**config.mk**
```make
export PLATFORM = sky130hd
export DESIGN_NAME = simple_uart_rx
export DESIGN_NICKNAME = d
export VERILOG_FILES = /design/src/rtl/simple_uart_rx.sv
export SDC_FILE = /design/constraint.sdc
export NUM_CORES = 1
export LEC_CHECK = 0
export BUFFER_PORTS_ARGS = -buffer_cell sky130_fd_sc_hd__buf_4
export CAP_MARGIN = 15
export CORE_MARGIN = 10
export CORE_UTILIZATION = 50
export DETAILED_ROUTE_END_ITERATION = 16
export GPL_ROUTABILITY_DRIVEN = 0
export GPL_TIMING_DRIVEN = 1
export PLACE_DENSITY = 0.71
export SYNTH_ARGS = -nofsm -noshare
export SYNTH_HDL_FRONTEND = slang
export SYNTH_SLANG_ARGS = --single-unit
```
**constraint.sdc**
```tcl
create_clock -name clk_i -period 3 [get_ports clk_i]
set_clock_uncertainty 0.1 [all_clocks]
set_input_delay 0.3 -clock clk_i [delete_from_list [all_inputs] [get_ports clk_i]]
set_output_delay 0.3 -clock clk_i [all_outputs]
set_load 0.01 [all_outputs]
```
**src/rtl/simple_uart_rx.sv**
```systemverilog
// simple_uart_rx: 8N1 oversampling receiver, one-byte holding register, Wishbone-style read port.
// Latency: byte lands in dat_o one edge after the stop-bit sample tick (one tick later with SIMPLE_UART_RX_MAJORITY_EN).
// Backpressure: none; an unread byte is overwritten and flagged by overrun; ack_o is combinational, no wait states.
module simple_uart_rx #(
    parameter int SYNC_STAGES = 2
) (
    input  logic       clk_i,
    input  logic       rst_i,
    input  logic       cyc_i,
    input  logic       stb_i,
    output logic       ack_o,
    input  logic       we_i,
    output logic [7:0] dat_o,
    input  logic       cs_i,
    input  logic       baud16x_ce,
    input  logic       baud8x,
    input  logic       clear,
    input  logic       rxd,
    output logic       data_present,
    output logic       frame_err,
    output logic       overrun
);
    typedef enum logic [1:0] {IDLE, START, DATA, STOP} state_t;

    state_t                 state, state_nxt;
    logic [SYNC_STAGES-1:0] sync_q;
    logic                   rxs;
    logic [4:0]             cnt, cnt_nxt, cnt_inc, half, full, lim;
    logic [2:0]             bit_idx, bit_idx_nxt;
    logic [7:0]             shift, shift_nxt;
    logic                   samp_pt, bit_val, done;
    logic                   access, rd, wr;

    assign rxs     = sync_q[SYNC_STAGES-1];
    assign half    = baud8x ? 5'd4 : 5'd8;
    assign full    = baud8x ? 5'd8 : 5'd16;
    assign lim     = (state == START) ? half : full;
    assign cnt_inc = cnt + 5'd1;

    assign access = cyc_i & stb_i & cs_i;
    assign rd     = access & ~we_i;
    assign wr     = access & we_i;
    assign ack_o  = access;

    always_ff @(posedge clk_i or posedge rst_i) begin
        if (rst_i) begin
            sync_q <= '1;
        end else if (clear) begin
            sync_q <= '1;
        end else begin
            sync_q <= {sync_q[SYNC_STAGES-2:0], rxd};
        end
    end

`ifdef SIMPLE_UART_RX_MAJORITY_EN
    // Decision lands one tick past the nominal point; restarting at 1 keeps the bit grid from drifting.
    localparam logic [4:0] CNT_RESTART = 5'd1;
    logic [1:0] votes;

    assign samp_pt = (cnt_inc == lim + 5'd1);
    assign bit_val = (votes[0] & votes[1]) | (votes[0] & rxs) | (votes[1] & rxs);

    always_ff @(posedge clk_i or posedge rst_i) begin
        if (rst_i) begin
            votes <= '1;
        end else if (clear) begin
            votes <= '1;
        end else if (baud16x_ce) begin
            if (cnt_inc == lim - 5'd1) votes[0] <= rxs;
            if (cnt_inc == lim)        votes[1] <= rxs;
        end
    end
`else
    localparam logic [4:0] CNT_RESTART = 5'd0;

    assign samp_pt = (cnt_inc == lim);
    assign bit_val = rxs;
`endif

    always_comb begin
        state_nxt   = state;
        cnt_nxt     = cnt;
        bit_idx_nxt = bit_idx;
        shift_nxt   = shift;
        done        = 1'b0;
        if (baud16x_ce) begin
            case (state)
                IDLE: begin
                    if (!rxs) begin
                        state_nxt = START;
                        cnt_nxt   = '0;
                    end
                end
                START: begin
                    if (samp_pt) begin
                        cnt_nxt = CNT_RESTART;
                        if (bit_val) begin
                            state_nxt = IDLE;
                        end else begin
                            state_nxt   = DATA;
                            bit_idx_nxt = '0;
                        end
                    end else begin
                        cnt_nxt = cnt_inc;
                    end
                end
                DATA: begin
                    if (samp_pt) begin
                        cnt_nxt   = CNT_RESTART;
                        shift_nxt = {bit_val, shift[7:1]};
                        if (bit_idx == 3'd7) begin
                            state_nxt = STOP;
                        end else begin
                            bit_idx_nxt = bit_idx + 3'd1;
                        end
                    end else begin
                        cnt_nxt = cnt_inc;
                    end
                end
                STOP: begin
                    if (samp_pt) begin
                        done      = 1'b1;
                        state_nxt = IDLE;
                        cnt_nxt   = '0;
                    end else begin
                        cnt_nxt = cnt_inc;
                    end
                end
                default: state_nxt = IDLE;
            endcase
        end
    end

    always_ff @(posedge clk_i or posedge rst_i) begin
        if (rst_i) begin
            state   <= IDLE;
            cnt     <= '0;
            bit_idx <= '0;
            shift   <= '0;
        end else if (clear) begin
            state   <= IDLE;
            cnt     <= '0;
            bit_idx <= '0;
            shift   <= '0;
        end else begin
            state   <= state_nxt;
            cnt     <= cnt_nxt;
            bit_idx <= bit_idx_nxt;
            shift   <= shift_nxt;
        end
    end

    // A completing byte beats a same-cycle read or write-clear.
    always_ff @(posedge clk_i or posedge rst_i) begin
        if (rst_i) begin
            dat_o        <= '0;
            data_present <= 1'b0;
            frame_err    <= 1'b0;
            overrun      <= 1'b0;
        end else if (clear) begin
            dat_o        <= '0;
            data_present <= 1'b0;
            frame_err    <= 1'b0;
            overrun      <= 1'b0;
        end else begin
            if (done) begin
                dat_o        <= shift;
                data_present <= 1'b1;
                frame_err    <= ~bit_val;
            end else begin
                if (rd) data_present <= 1'b0;
                if (wr) frame_err    <= 1'b0;
            end
            if (done && data_present && !rd) begin
                overrun <= 1'b1;
            end else if (wr) begin
                overrun <= 1'b0;
            end
        end
    end
endmodule

```
==> insert_results.sql <==
INSERT INTO impl_metrics (metric_group, metric, value, unit) VALUES
('synthesis', 'ys_async_sr_fraction', '100', '%'),
('synthesis', 'ys_top_cells_by_count', 'dfrtp_1, nor2_1, mux2i_1', ''),
('floorplan', 'floorplan.initialDensity', '52.1', '%'),
('clock_network', 'clockRootBuffer', 'clkbuf_4', ''),
('synthesis', 'synth_top_cells_by_area', 'dfrtp_1, mux2i_1, nor2_1', ''),
('layout', 'layout.filler_cells', '270', ''),
('drt', 'wl_per_cell', '15.3', 'microns'),
('setup_path', 'worst_r2r_startpoint', 'state[1]', ''),
('layout', 'fraction_of_layout_instances_using_a_drive_strength_above_1', '24.7', '%'),
('timing', 'max_slew_margin', '51.9', '%'),
('clock_network', 'cts.sink_count', '31', ''),
('global_route', 'number_of_global_route_vias_before_repair', '1205', ''),
('synthesis', 'synth_most_common_cell', 'dfrtp_1', ''),
('setup_path', 'worst_setup_path_end_kind', 'register', ''),
('placed_design', 'io_buffers', '21', ''),
('timing', 'setup_violations', '0', ''),
('pwr', 'power.total', '817', 'uW'),
('layout', 'finished_layout_cells', '222', ''),
('floorplan', 'io_pins', '22', ''),
('global_route', 'grt_antenna_before_repair', '0', ''),
('layout', 'finish.utilization', '61.7', '%'),
('drt', 'avgViaCountPerCell', '5.39', ''),
('setup_path', 'worst_setup_path_startpoint', 'state[1]', ''),
('layout', 'synthToLayoutAreaGrowth', '18.4', '%'),
('setup_path', 'critical_path.slowest_cell', 'nor4_4', ''),
('timing', 'fmax', '383', 'MHz'),
('pwr', 'cell_pwr_density', '434', 'nW/um^2'),
('setup_path', 'worst_ep_arrival_time', '2720', 'ps'),
('synthesis', 'synth-seq-cells', '31', ''),
('placed_design', 'dp_slack', '422', 'ps'),
('pwr', 'static_leakage', '0.844', 'nW'),
('hold_path', 'hold_path_startpoint', 'rxd', ''),
('drt', 'final_antenna_net_count', '0', ''),
('timing', 'post-route-worst-setup-slack', '388', 'ps'),
('timing', 'layout_worst_path_cycle_share', '87.1', '%'),
('drt', 'drcViolationCount', '0', ''),
('clock_network', 'clock_tree_from_tritoncts', 'built', ''),
('setup_path', 'critical_path_buf_inv_count', '1', ''),
('setup_path', 'worst_path_dominant_cell_family', 'simple AND/OR/NAND/NOR gates', ''),
('synthesis', 'syn_avg_cell_area', '10.5', 'sq um'),
('setup_path', 'delay_of_the_slowest_cell_on_the_worst_path', '530', 'ps'),
('timing', 'setup_total_negative_slack', '0', 'ps'),
('timing', 'max_slew.worst_pin.slew', '702', 'ps'),
('global_route', 'total_gr_overflow', '0', ''),
('timing', 'timing.final.max_slew_violations', '0', ''),
('floorplan', 'area_of_the_die', '5840', 'sq um'),
('clock_network', 'clk_latency', '330', 'ps'),
('timing', 'hold_violations', '0', ''),
('floorplan', 'num_rows', '20', ''),
('clock_network', 'cts.clk_slew.worst_paths', '100', 'ps'),
('timing', 'post-route-min-period', '2610', 'ps'),
('floorplan', 'floorplan.core_area', '3050', 'sq um'),
('synthesis', 'yosysUniqueCellTypes', '42', ''),
('layout', 'multi_input_area', '751', 'sq um'),
('setup_path', 'critical_path.cell_chain', 'nand2b_1 > ha_1 > xor2_2 > xnor2_2 > nor4_4 > buf_4 > mux2i_1 > nor2_1', ''),
('synthesis', 'netlist_area', '1590', 'sq um'),
('setup_path', 'timing.setup.critical_path_class', 'register to register', ''),
('synthesis', 'synthFlopType', 'dfrtp_1', ''),
('setup_path', 'worstPathRequired', '3100', 'ps'),
('global_route', 'grt_usage', '11.9', '%'),
('flow_run', 'maxCapViolCount', '0', ''),
('placed_design', 'placed_cells_incl_taps', '213', ''),
('floorplan', 'die_x', '76.4', 'microns'),
('synthesis', 'synth_top_area_share', '45.6', '%'),
('status', 'status', 'finished, final reports clean', ''),
('synthesis', 'synth-edff-count', '0', ''),
('drt', 'detailedRoute.firstIterationViolations', '122', ''),
('drt', 'drt_wl_total', '3390', 'microns'),
('setup_path', 'r2r_slack', '390', 'ps'),
('global_route', 'grt_pass1_wl', '5710', 'microns'),
('clock_network', 'ctsLongestPathBuffers', '2', '');
## cell usage in the layout (no fill, tap or decap), drive strengths merged, types with 2 or more instances in the layout
cell    instances
ha              4
a21oi           5
nor3            7
mux2i          18
xor2            2
nor4            5
a22oi           2
o41ai           2
nand3           7
buf            24
xnor2           2
or2             2
dfstp           2
nand2          10
clkbuf          6
nor2           22
inv             6
nand2b          4
dfrtp          29
o21ai           4
## where the power goes
group	internal, mW	switching (mW)
sequential	0.421	0.00230
combinational	0.0191	0.0312
clock	0.197	0.147
total	0.636	0.180
## registers in the layout (all words and copies together) (netlist names)
| name | count |
|---|---|
| bit_idx | 3 |
| cnt | 5 |
| dat_o | 8 |
| data_present | 1 |
| frame_err | 1 |
| overrun | 1 |
| shift | 8 |
| state | 2 |
| sync_q | 2 |
## through the flow
stage	hold WS, ps	area (sq um)
6_report	63.1	1880
5_1_grt	41.3	1880
4_1_cts	45.9	1880
3_5_place_dp	313	1790
3_3_place_gp	302	1790
2_1_floorplan	302	1590
## routing by layer
layer  wire length [microns]  share of wire, %  vias up  track usage (%)
li1                        -                 -      581                -
met1                    1440                43      588             13.0
met2                    1730                51       22             20.2
met3                     169               5.0        5             4.25
met4                      49               1.4        0             5.58
met5                       0                 0        -                0
## cells by family after synthesis
kind of cell / Yosys count / share of synthesized area [%]
compound gates: 19 / 8.10
xor+xnor: 4 / 3.15
fa+ha+maj: 4 / 3.15
buf+inv: 13 / 3.85
flops: 31 / 48.9
mux: 19 / 12.0
simple gates: 62 / 20.8
## path summary, 6_finish.rpt
path	endpoint	cells after the start
max in group asynchronous	sync_q[1]	4
min in group asynchronous	cnt[0]	4
worst max-delay path	dat_o[1]	8
worst max register to register	dat_o[1]	8
worst min register to register	cnt[1]	2
worst min-delay path	sync_q[0]	2
## area by class of cell
| cell class | count | area share [%] |
|---|---|---|
| clock inverters | 2 | 1.86 |
| clock buffers | 6 | 2.72 |
| flip-flops and latches | 31 | 41.3 |
| inverters | 6 | 1.20 |
| repair buffers | 25 | 10.1 |
| multi-input cells | 108 | 39.9 |
| well taps | 44 | 2.92 |
## timing repair
item,in CTS,in global routing
hold buffers,1,0
hold endpoints to repair,29,0
gates resized for setup,0,0
buffers inserted,0,0
No activity file was read; power rests on OpenSTA's default activity.
